`config.mk`:
```
export PLATFORM = sky130hd
export DESIGN_NAME = mc_ctrl_ws
export DESIGN_NICKNAME = d
export VERILOG_FILES = /design/src/rtl/mc_ctrl_ws.sv
export SDC_FILE = /design/constraint.sdc
export NUM_CORES = 1
export LEC_CHECK = 0
export CAP_MARGIN = 20
export CORE_MARGIN = 3
export CORE_UTILIZATION = 32
export DETAILED_ROUTE_END_ITERATION = 8
export GPL_TIMING_DRIVEN = 0
export PLACE_DENSITY = 0.88
export SYNTH_ARGS = -nofsm -noshare
export SYNTH_HDL_FRONTEND = slang
export SYNTH_SLANG_ARGS = --single-unit
```
`constraint.sdc`:
```
create_clock -name clk -period 2 [get_ports clk]
set_input_delay 0.3 -clock clk [delete_from_list [all_inputs] [get_ports clk]]
set_output_delay 0.3 -clock clk [all_outputs]
set_load 0.03 [all_outputs]
```
`src/rtl/mc_ctrl_ws.sv`:
```
// Multicycle MIPS control FSM with memory ready/wait handshake, bus timeout and
// performance counters. Define PERF_CNT_EN to build the six counters; otherwise they read 0.
module mc_ctrl_ws #(
    parameter int CNT_W   = 32,
    parameter int TIMEOUT = 0,   // 0 disables the timeout; must be < 2**TO_W
    parameter int TO_W    = 8
) (
    input  logic             clk,
    input  logic             rst,
    input  logic [5:0]       op,
    input  logic [5:0]       func,
    input  logic             mem_ready,
    output logic [1:0]       RegDst,
    output logic             ALUSrcA,
    output logic [1:0]       ALUSrcB,
    output logic [1:0]       MemtoReg,
    output logic             RegWrite,
    output logic             MemRead,
    output logic             MemWrite,
    output logic             IRWrite,
    output logic             PCWrite,
    output logic             PCWriteCond,
    output logic [1:0]       PCSource,
    output logic [2:0]       ALUOp,
    output logic             bus_err,
    output logic             illegal,
    output logic [CNT_W-1:0] cycle_cnt,
    output logic [CNT_W-1:0] inst_cnt,
    output logic [CNT_W-1:0] br_cnt,
    output logic [CNT_W-1:0] ld_cnt,
    output logic [CNT_W-1:0] st_cnt,
    output logic [CNT_W-1:0] stall_cnt
);

    typedef enum logic [3:0] {
        S_FETCH, S_DECODE, S_MEMADR, S_MEMRD, S_MEMWB, S_MEMWR, S_REXEC,
        S_RWB, S_BRANCH, S_IEXEC, S_IWB, S_JAL, S_JUMP, S_JR
    } state_t;

    state_t          state_q, state_d;
    logic [TO_W-1:0] wait_q, wait_d;
    logic            bus_err_q, bus_err_d;
    logic            mem_state;
    logic            timeout;

    assign mem_state = (state_q == S_FETCH) || (state_q == S_MEMRD) || (state_q == S_MEMWR);
    // A ready in the same cycle as the limit is reached still completes the access.
    assign timeout   = (TIMEOUT != 0) && mem_state && !mem_ready && (wait_q == TO_W'(TIMEOUT));

    always_comb begin
        // NOTE: every output gets a default first so no path through the case infers a latch.
        state_d     = state_q;
        RegDst      = 2'b00;
        ALUSrcA     = 1'b0;
        ALUSrcB     = 2'b00;
        MemtoReg    = 2'b00;
        RegWrite    = 1'b0;
        MemRead     = 1'b0;
        MemWrite    = 1'b0;
        IRWrite     = 1'b0;
        PCWrite     = 1'b0;
        PCWriteCond = 1'b0;
        PCSource    = 2'b00;
        ALUOp       = 3'b000;
        illegal     = 1'b0;
        unique case (state_q)
            S_FETCH: begin
                MemRead = 1'b1;
                ALUSrcB = 2'b01;
                IRWrite = mem_ready;
                PCWrite = mem_ready;
                if (mem_ready) state_d = S_DECODE;
            end
            S_DECODE: begin
                ALUSrcB = 2'b11;
                case (op)
                    6'h23, 6'h2B:               state_d = S_MEMADR;
                    6'h00:                      state_d = (func == 6'h08) ? S_JR : S_REXEC;
                    6'h04, 6'h05:               state_d = S_BRANCH;
                    6'h09, 6'h0F, 6'h0A, 6'h0B: state_d = S_IEXEC;
                    6'h03:                      state_d = S_JAL;
                    6'h02:                      state_d = S_JUMP;
                    default: begin
                        illegal = 1'b1;
                        state_d = S_FETCH;
                    end
                endcase
            end
            S_MEMADR: begin
                ALUSrcA = 1'b1;
                ALUSrcB = 2'b10;
                state_d = (op == 6'h23) ? S_MEMRD : S_MEMWR;
            end
            S_MEMRD: begin
                MemRead = 1'b1;
                if (mem_ready) state_d = S_MEMWB;
                else if (timeout) state_d = S_FETCH;
            end
            S_MEMWB: begin
                RegWrite = 1'b1;
                MemtoReg = 2'b01;
                state_d  = S_FETCH;
            end
            S_MEMWR: begin
                MemWrite = 1'b1;
                if (mem_ready || timeout) state_d = S_FETCH;
            end
            S_REXEC: begin
                ALUSrcA = 1'b1;
                ALUOp   = 3'b010;
                state_d = S_RWB;
            end
            S_RWB: begin
                RegWrite = 1'b1;
                RegDst   = 2'b01;
                MemtoReg = (func == 6'h00) ? 2'b10 : 2'b00;
                state_d  = S_FETCH;
            end
            S_BRANCH: begin
                ALUSrcA     = 1'b1;
                ALUOp       = 3'b001;
                PCWriteCond = 1'b1;
                PCSource    = 2'b01;
                state_d     = S_FETCH;
            end
            S_IEXEC: begin
                ALUSrcA = 1'b1;
                ALUSrcB = 2'b10;
                case (op)
                    6'h0F:   ALUOp = 3'b011;
                    6'h0A:   ALUOp = 3'b100;
                    6'h0B:   ALUOp = 3'b101;
                    default: ALUOp = 3'b000;
                endcase
                state_d = S_IWB;
            end
            S_IWB: begin
                RegWrite = 1'b1;
                state_d  = S_FETCH;
            end
            S_JAL: begin
                RegWrite = 1'b1;
                RegDst   = 2'b10;
                MemtoReg = 2'b11;
                PCWrite  = 1'b1;
                PCSource = 2'b10;
                state_d  = S_FETCH;
            end
            S_JUMP: begin
                PCWrite  = 1'b1;
                PCSource = 2'b10;
                state_d  = S_FETCH;
            end
            S_JR: begin
                PCWrite  = 1'b1;
                PCSource = 2'b11;
                state_d  = S_FETCH;
            end
            default: state_d = S_FETCH;
        endcase
        // Non-memory states hold the counter at 0, so every memory state is entered with it clear.
        wait_d    = (mem_state && !mem_ready && !timeout) ? wait_q + TO_W'(1) : '0;
        bus_err_d = timeout;
    end

    always_ff @(posedge clk) begin
        // NOTE: state registers use non-blocking assignments so all flops update together.
        if (rst) begin
            state_q   <= S_FETCH;
            wait_q    <= '0;
            bus_err_q <= 1'b0;
        end else begin
            state_q   <= state_d;
            wait_q    <= wait_d;
            bus_err_q <= bus_err_d;
        end
    end

    assign bus_err = bus_err_q;

`ifdef PERF_CNT_EN
    logic [CNT_W-1:0] cycle_cnt_q, cycle_cnt_d, inst_cnt_q, inst_cnt_d, br_cnt_q, br_cnt_d;
    logic [CNT_W-1:0] ld_cnt_q, ld_cnt_d, st_cnt_q, st_cnt_d, stall_cnt_q, stall_cnt_d;
    logic             is_br;

    assign is_br = (state_q == S_BRANCH) || (state_q == S_JAL) ||
                   (state_q == S_JUMP)   || (state_q == S_JR);

    always_comb begin
        cycle_cnt_d = cycle_cnt_q + CNT_W'(1);
        inst_cnt_d  = inst_cnt_q  + CNT_W'(state_q == S_FETCH && mem_ready);
        br_cnt_d    = br_cnt_q    + CNT_W'(is_br);
        ld_cnt_d    = ld_cnt_q    + CNT_W'(state_q == S_MEMRD && mem_ready);
        st_cnt_d    = st_cnt_q    + CNT_W'(state_q == S_MEMWR && mem_ready);
        stall_cnt_d = stall_cnt_q + CNT_W'(mem_state && !mem_ready);
    end

    always_ff @(posedge clk) begin
        if (rst) begin
            cycle_cnt_q <= '0;
            inst_cnt_q  <= '0;
            br_cnt_q    <= '0;
            ld_cnt_q    <= '0;
            st_cnt_q    <= '0;
            stall_cnt_q <= '0;
        end else begin
            cycle_cnt_q <= cycle_cnt_d;
            inst_cnt_q  <= inst_cnt_d;
            br_cnt_q    <= br_cnt_d;
            ld_cnt_q    <= ld_cnt_d;
            st_cnt_q    <= st_cnt_d;
            stall_cnt_q <= stall_cnt_d;
        end
    end

    assign cycle_cnt = cycle_cnt_q;
    assign inst_cnt  = inst_cnt_q;
    assign br_cnt    = br_cnt_q;
    assign ld_cnt    = ld_cnt_q;
    assign st_cnt    = st_cnt_q;
    assign stall_cnt = stall_cnt_q;
`else
    assign cycle_cnt = '0;
    assign inst_cnt  = '0;
    assign br_cnt    = '0;
    assign ld_cnt    = '0;
    assign st_cnt    = '0;
    assign stall_cnt = '0;
`endif

endmodule

```
Yosys cells after proc, flatten, opt, wreduce, memory -nomap -nowiden
Index checks and enable logic that the tools add are counted.
{ "op_classes": {"n_eq_ne": 27, "mux": 23, "reduce_logical": 14} }
{ "op_table": {"columns": ["cell", "n"], "rows": [
  ["6-bit by 4-bit equality test with 1-bit output (second input constant)", 5],
  ["4-bit case mux with 7 select lines", 1],
  ["4-bit equality test (second input constant)", 6],
  ["4-bit case mux with 6 select lines", 1],
  ["2-bit case mux with 3 select lines", 3],
  ["3-bit case mux with 3 select lines", 2],
  ["4-bit by 3-bit equality test with 1-bit output (second input constant)", 4],
  ["4-bit two-way mux", 4],
  ["6-bit by 2-bit equality test with 1-bit output (second input constant)", 2],
  ["6-bit by 3-bit equality test with 1-bit output (second input constant)", 2],
  ["6-bit equality test (second input constant)", 2],
  ["6-bit logical NOT", 2],
  ["4-bit OR reduction", 3],
  ["11-bit OR reduction", 1],
  ["2-bit OR reduction", 5],
  ["4-bit by 2-bit equality test with 1-bit output (second input constant)", 2],
  ["1-bit two-way mux", 8],
  ["2-bit != test (second input constant)", 3],
  ["4-bit by 1-bit equality test with 1-bit output (second input constant)", 1],
  ["4-bit logical NOT", 1],
  ["2-bit case mux with 2 select lines", 1],
  ["3-bit two-way mux", 1],
  ["3-bit AND reduction", 1],
  ["3-bit OR reduction", 1],
  ["2 further kinds", 2]
]} }
{ "totals": {"register_bits": 4} }

Longest topological paths before layout
{ "logic_depth": {"depth_word": 4, "mapped_depth": 6, "ltp_nobuf": 5} }

Least setup slack after synthesis
OpenSTA, ideal clock, no wires.
{ "synth_path": {"path_kind": "register to output", "startpoint": "register state_q[1]", "endpoint": "output port PCWrite", "t_arrival_ns": 1.776, "t_required_ns": 1.700, "setup_slack_ns": -0.076, "path_stages_with_launch": 5, "n_path_buf": 1, "cell_sequence": "dfxtp_1 -> or2_2 -> clkbuf_1 -> nor4b_2 -> or2_2"} }
{ "synth_via": {"elab_chain_cells": 3} }
{ "synth_lines": {"columns": ["item", "line", "rtl"], "rows": [
  ["from (decl)", "40", "state_t state_q, state_d;"],
  ["from (signal assigned)", "173", "state_q <= state_d;"],
  ["4-bit equality test", "66", "unique case (state_q)"],
  ["3-bit OR reduction (no line)", null, null],
  ["1-bit case mux with 2 select lines *", "66", null],
  ["to (decl)", "21", "output logic PCWrite,"]
]} }
Mark *: on every way between the ends. The rest lies on a longest branch, timed or not.

Final worst setup path
{ "layout_path": {"startpoint": "register state_q[2]", "endpoint": "output port MemRead"} }
{ "layout_via": {"elab_chain_cells": 3} }
{ "layout_lines": {"columns": ["item", "line", "rtl"], "rows": [
  ["4-bit by 2-bit equality test with 1-bit output or 4-bit logical NOT (tied branches)", "66", null],
  ["2-bit OR reduction (no line) *", null, null],
  ["1-bit two-way mux *", "66", null],
  ["to (decl)", "18", "output logic MemRead,"]
]} }
Marks and branches as above.

==> out/metrics.yaml <==
place_area_um2: 3350
async_reset_ff_frac: 0
swShare: 0.558
dieArea_um2: 7900
arrival_ns: 1.63
dpl.hpwl_um: 5110
ys_warn_count: 0
min_path_type: "flip-flop to flip-flop"
coreArea_um2: 6490
max_flop_register: "state_q"
drt_wl_total_um: 5730
largest_reg_flops: 4
grt_max_degree: 11
htreeDepth: 1
setup_slack_ns: 0.0719
rows: 29
finClkSkew_ns: 0.00177
cts_buffers: 3
syn_inst: 312
insertion_delay_ns: 0.23
vdd_drop_max_v: 0.000166
io_buffers: 32
nNetsFinal: 558
clk_pin_slew_ns: 0.03
syn2layout_area_growth_pct: 57.4
dr_total_vias: 2105
top_regs: "state_q: 4 flops"
hp-start: "state_q[0]"
p_per_area_nw_per_um2: 357
max-clock-path-buffers: 2
dr.pass1.iters: 4
final_cell_mix: "202 x buf_4, 193 x conb_1, 14 x nor2_1"
grtUsageTotal: 0.124
critPathMaxFanout: 10
top_level_ports: 227
min_to: "state_q[3]"
start_kind: "flip-flop"
synth-seq-area-share: 0.0364
r2r_slack_ns: 0.47
cellInternalPower_w: 0.000546
whs_path_depth: 2
viasPerCell: 3.41
worstPathRequired_ns: 1.70
synthDistinctLibCells: 36
die_h_um: 88.9
n_antenna_cell: 0
die_w_um: 88.9
pwr-share-clk: 0.146
comb_power_share: 0.784
antenna_found_initial: 0
rsz0062_at_grt: "no"
p_leak_nw: 2.16
synth_edf_count: 0
drive_above_1_share: 0.445
syn-cell-area_um2: 2200
final_common_cell: "buf_4"
worstReg2RegEnd: "state_q[0]"
setup_viol: 0
worstReg2RegStart: "state_q[2]"
cts_tree: "built"
slew_violations: 0
end_kind: "output port"
root_buffer: "clkbuf_8"
drc: 0
overflow: 0
sequentialPowerShare: 0.070
place_ws_ns: -0.700
reg2reg_depth: 6
ant_nets: 0
synth_area_per_cell_um2: 7.05
clkSinkCount: 4
grt_pass1_vias: 1691
switchingPower_w: 0.000690
drtIter0Drc: 81
period_share: 0.964
critPathKind: "flip-flop to output port"
drv_cap: 0
gp_congestion: 0.838
status: "complete, no violations"
hold_viol_final: 0
synth-seq-cells: 4
grt_pass1_wl_um: 7700
wl_per_cell_um: 9.27
final_area_um2: 3460
fmax_mhz: 519
synthFlopType: "dfxtp_1"
start_util: 0.338
layout_min_cycle_time_ns: 1.93
## cells in the mapped netlist, types with 2 or more instances
cell / n / area share
or2_2: 3 / 0.0085
clkbuf_1: 4 / 0.0068
buf_4: 193 / 0.66
a21oi_1: 11 / 0.025
a41oi_1: 2 / 0.0080
dfxtp_1: 4 / 0.036
nand4_1: 2 / 0.0057
nand2_1: 8 / 0.014
inv_1: 3 / 0.0051
nor3_1: 3 / 0.0068
o21ai_0: 12 / 0.027
a211oi_1: 3 / 0.010
nor4b_1: 3 / 0.012
buf_2: 6 / 0.014
nor4_1: 4 / 0.011
nand3_1: 5 / 0.011
nor2_1: 17 / 0.029
nand2b_1: 5 / 0.014
nor2b_1: 5 / 0.014
o211ai_1: 3 / 0.010
## critical path: stages (launching register included)
cell	delay [ns]
dfxtp_1	0.30
clkbuf_4	0.19
clkbuf_2	0.21
nor4_1	0.34
clkdlybuf4s15_2	0.36
## repair_timing
action | 4_1_cts | 5_1_grt
resized for setup | 82 | 20
buffers inserted | 3 | 0
pin swaps | 3 | 0
endpoints found under the setup margin | 19 | 11
hold buffers | 0 | 0
## worst max path at each step
stage	slack (ns)	endpoint	startpoint	depth (start not counted)
after CTS	-0.02	ALUSrcB[0]	state_q[2]	4
after detailed placement	-0.70	ALUOp[1]	op[5]	7
after global routing	0.009	MemtoReg[1]	func[1]	6
after global placement	-0.69	illegal	op[2]	6
after floorplan	0.06	MemRead	state_q[2]	3
final	0.07	MemRead	state_q[2]	4
## cell families after synthesis
kind of cell / count (synthesis) / synth area share
buffers and inverters: 206 / 0.685
AND/OR/NAND/NOR: 62 / 0.158
AO/OA/AOI/OAI: 36 / 0.102
flip-flops: 4 / 0.0364
multiplexers: 2 / 0.0114
adder cells (fa/ha/maj): 1 / 0.00512
other: 1 / 0.00171
## cell type report
class                      instances  area (µm²)
buffer                           202        1520
clock buffer                       3        41.3
fill                             626        3030
inverter                           3        11.3
multi-input combinational        294        1400
sequential                         4        82.6
tap                               77        96.3
timing repair buffer              35         303
## metal layers
layer	vias to the layer above	share of wire	global-route usage
met2	142	0.54	0.236
met4	0	0.010	0.0453
met5	-	0	0
li1	1092	-	-
met1	867	0.32	0.140
met3	4	0.13	0.0112
## metrics by stage
step / utilization / cells / total power [W] / TNS, ns / hold slack, ns
after detailed placement: 0.516 / 613 / 0.00102 / -4.89 / 0.617
after global routing: 0.533 / 618 / 0.00130 / 0 / 0.641
after floorplan: - / 504 / 0.000945 / 0 / 0.369
after global placement: 0.516 / 613 / 0.00102 / -4.97 / 0.609
after CTS: 0.530 / 618 / 0.00121 / -0.0239 / 0.630
final: 0.533 / 618 / 0.00124 / 0 / 0.607
## power groups by stage
| stage | clock network [W] | registers (W) | logic [W] |
|---|---|---|---|
| detailed placement | 0 | 0.0000866 | 0.000933 |
| global route | 0.000182 | 0.0000868 | 0.00103 |
| finish | 0.000180 | 0.0000864 | 0.000970 |
| floorplan | 0 | 0.0000855 | 0.000860 |
| CTS | 0.000180 | 0.0000857 | 0.000941 |
| global placement | 0 | 0.0000868 | 0.000931 |
(Power assumes the default switching activity.)
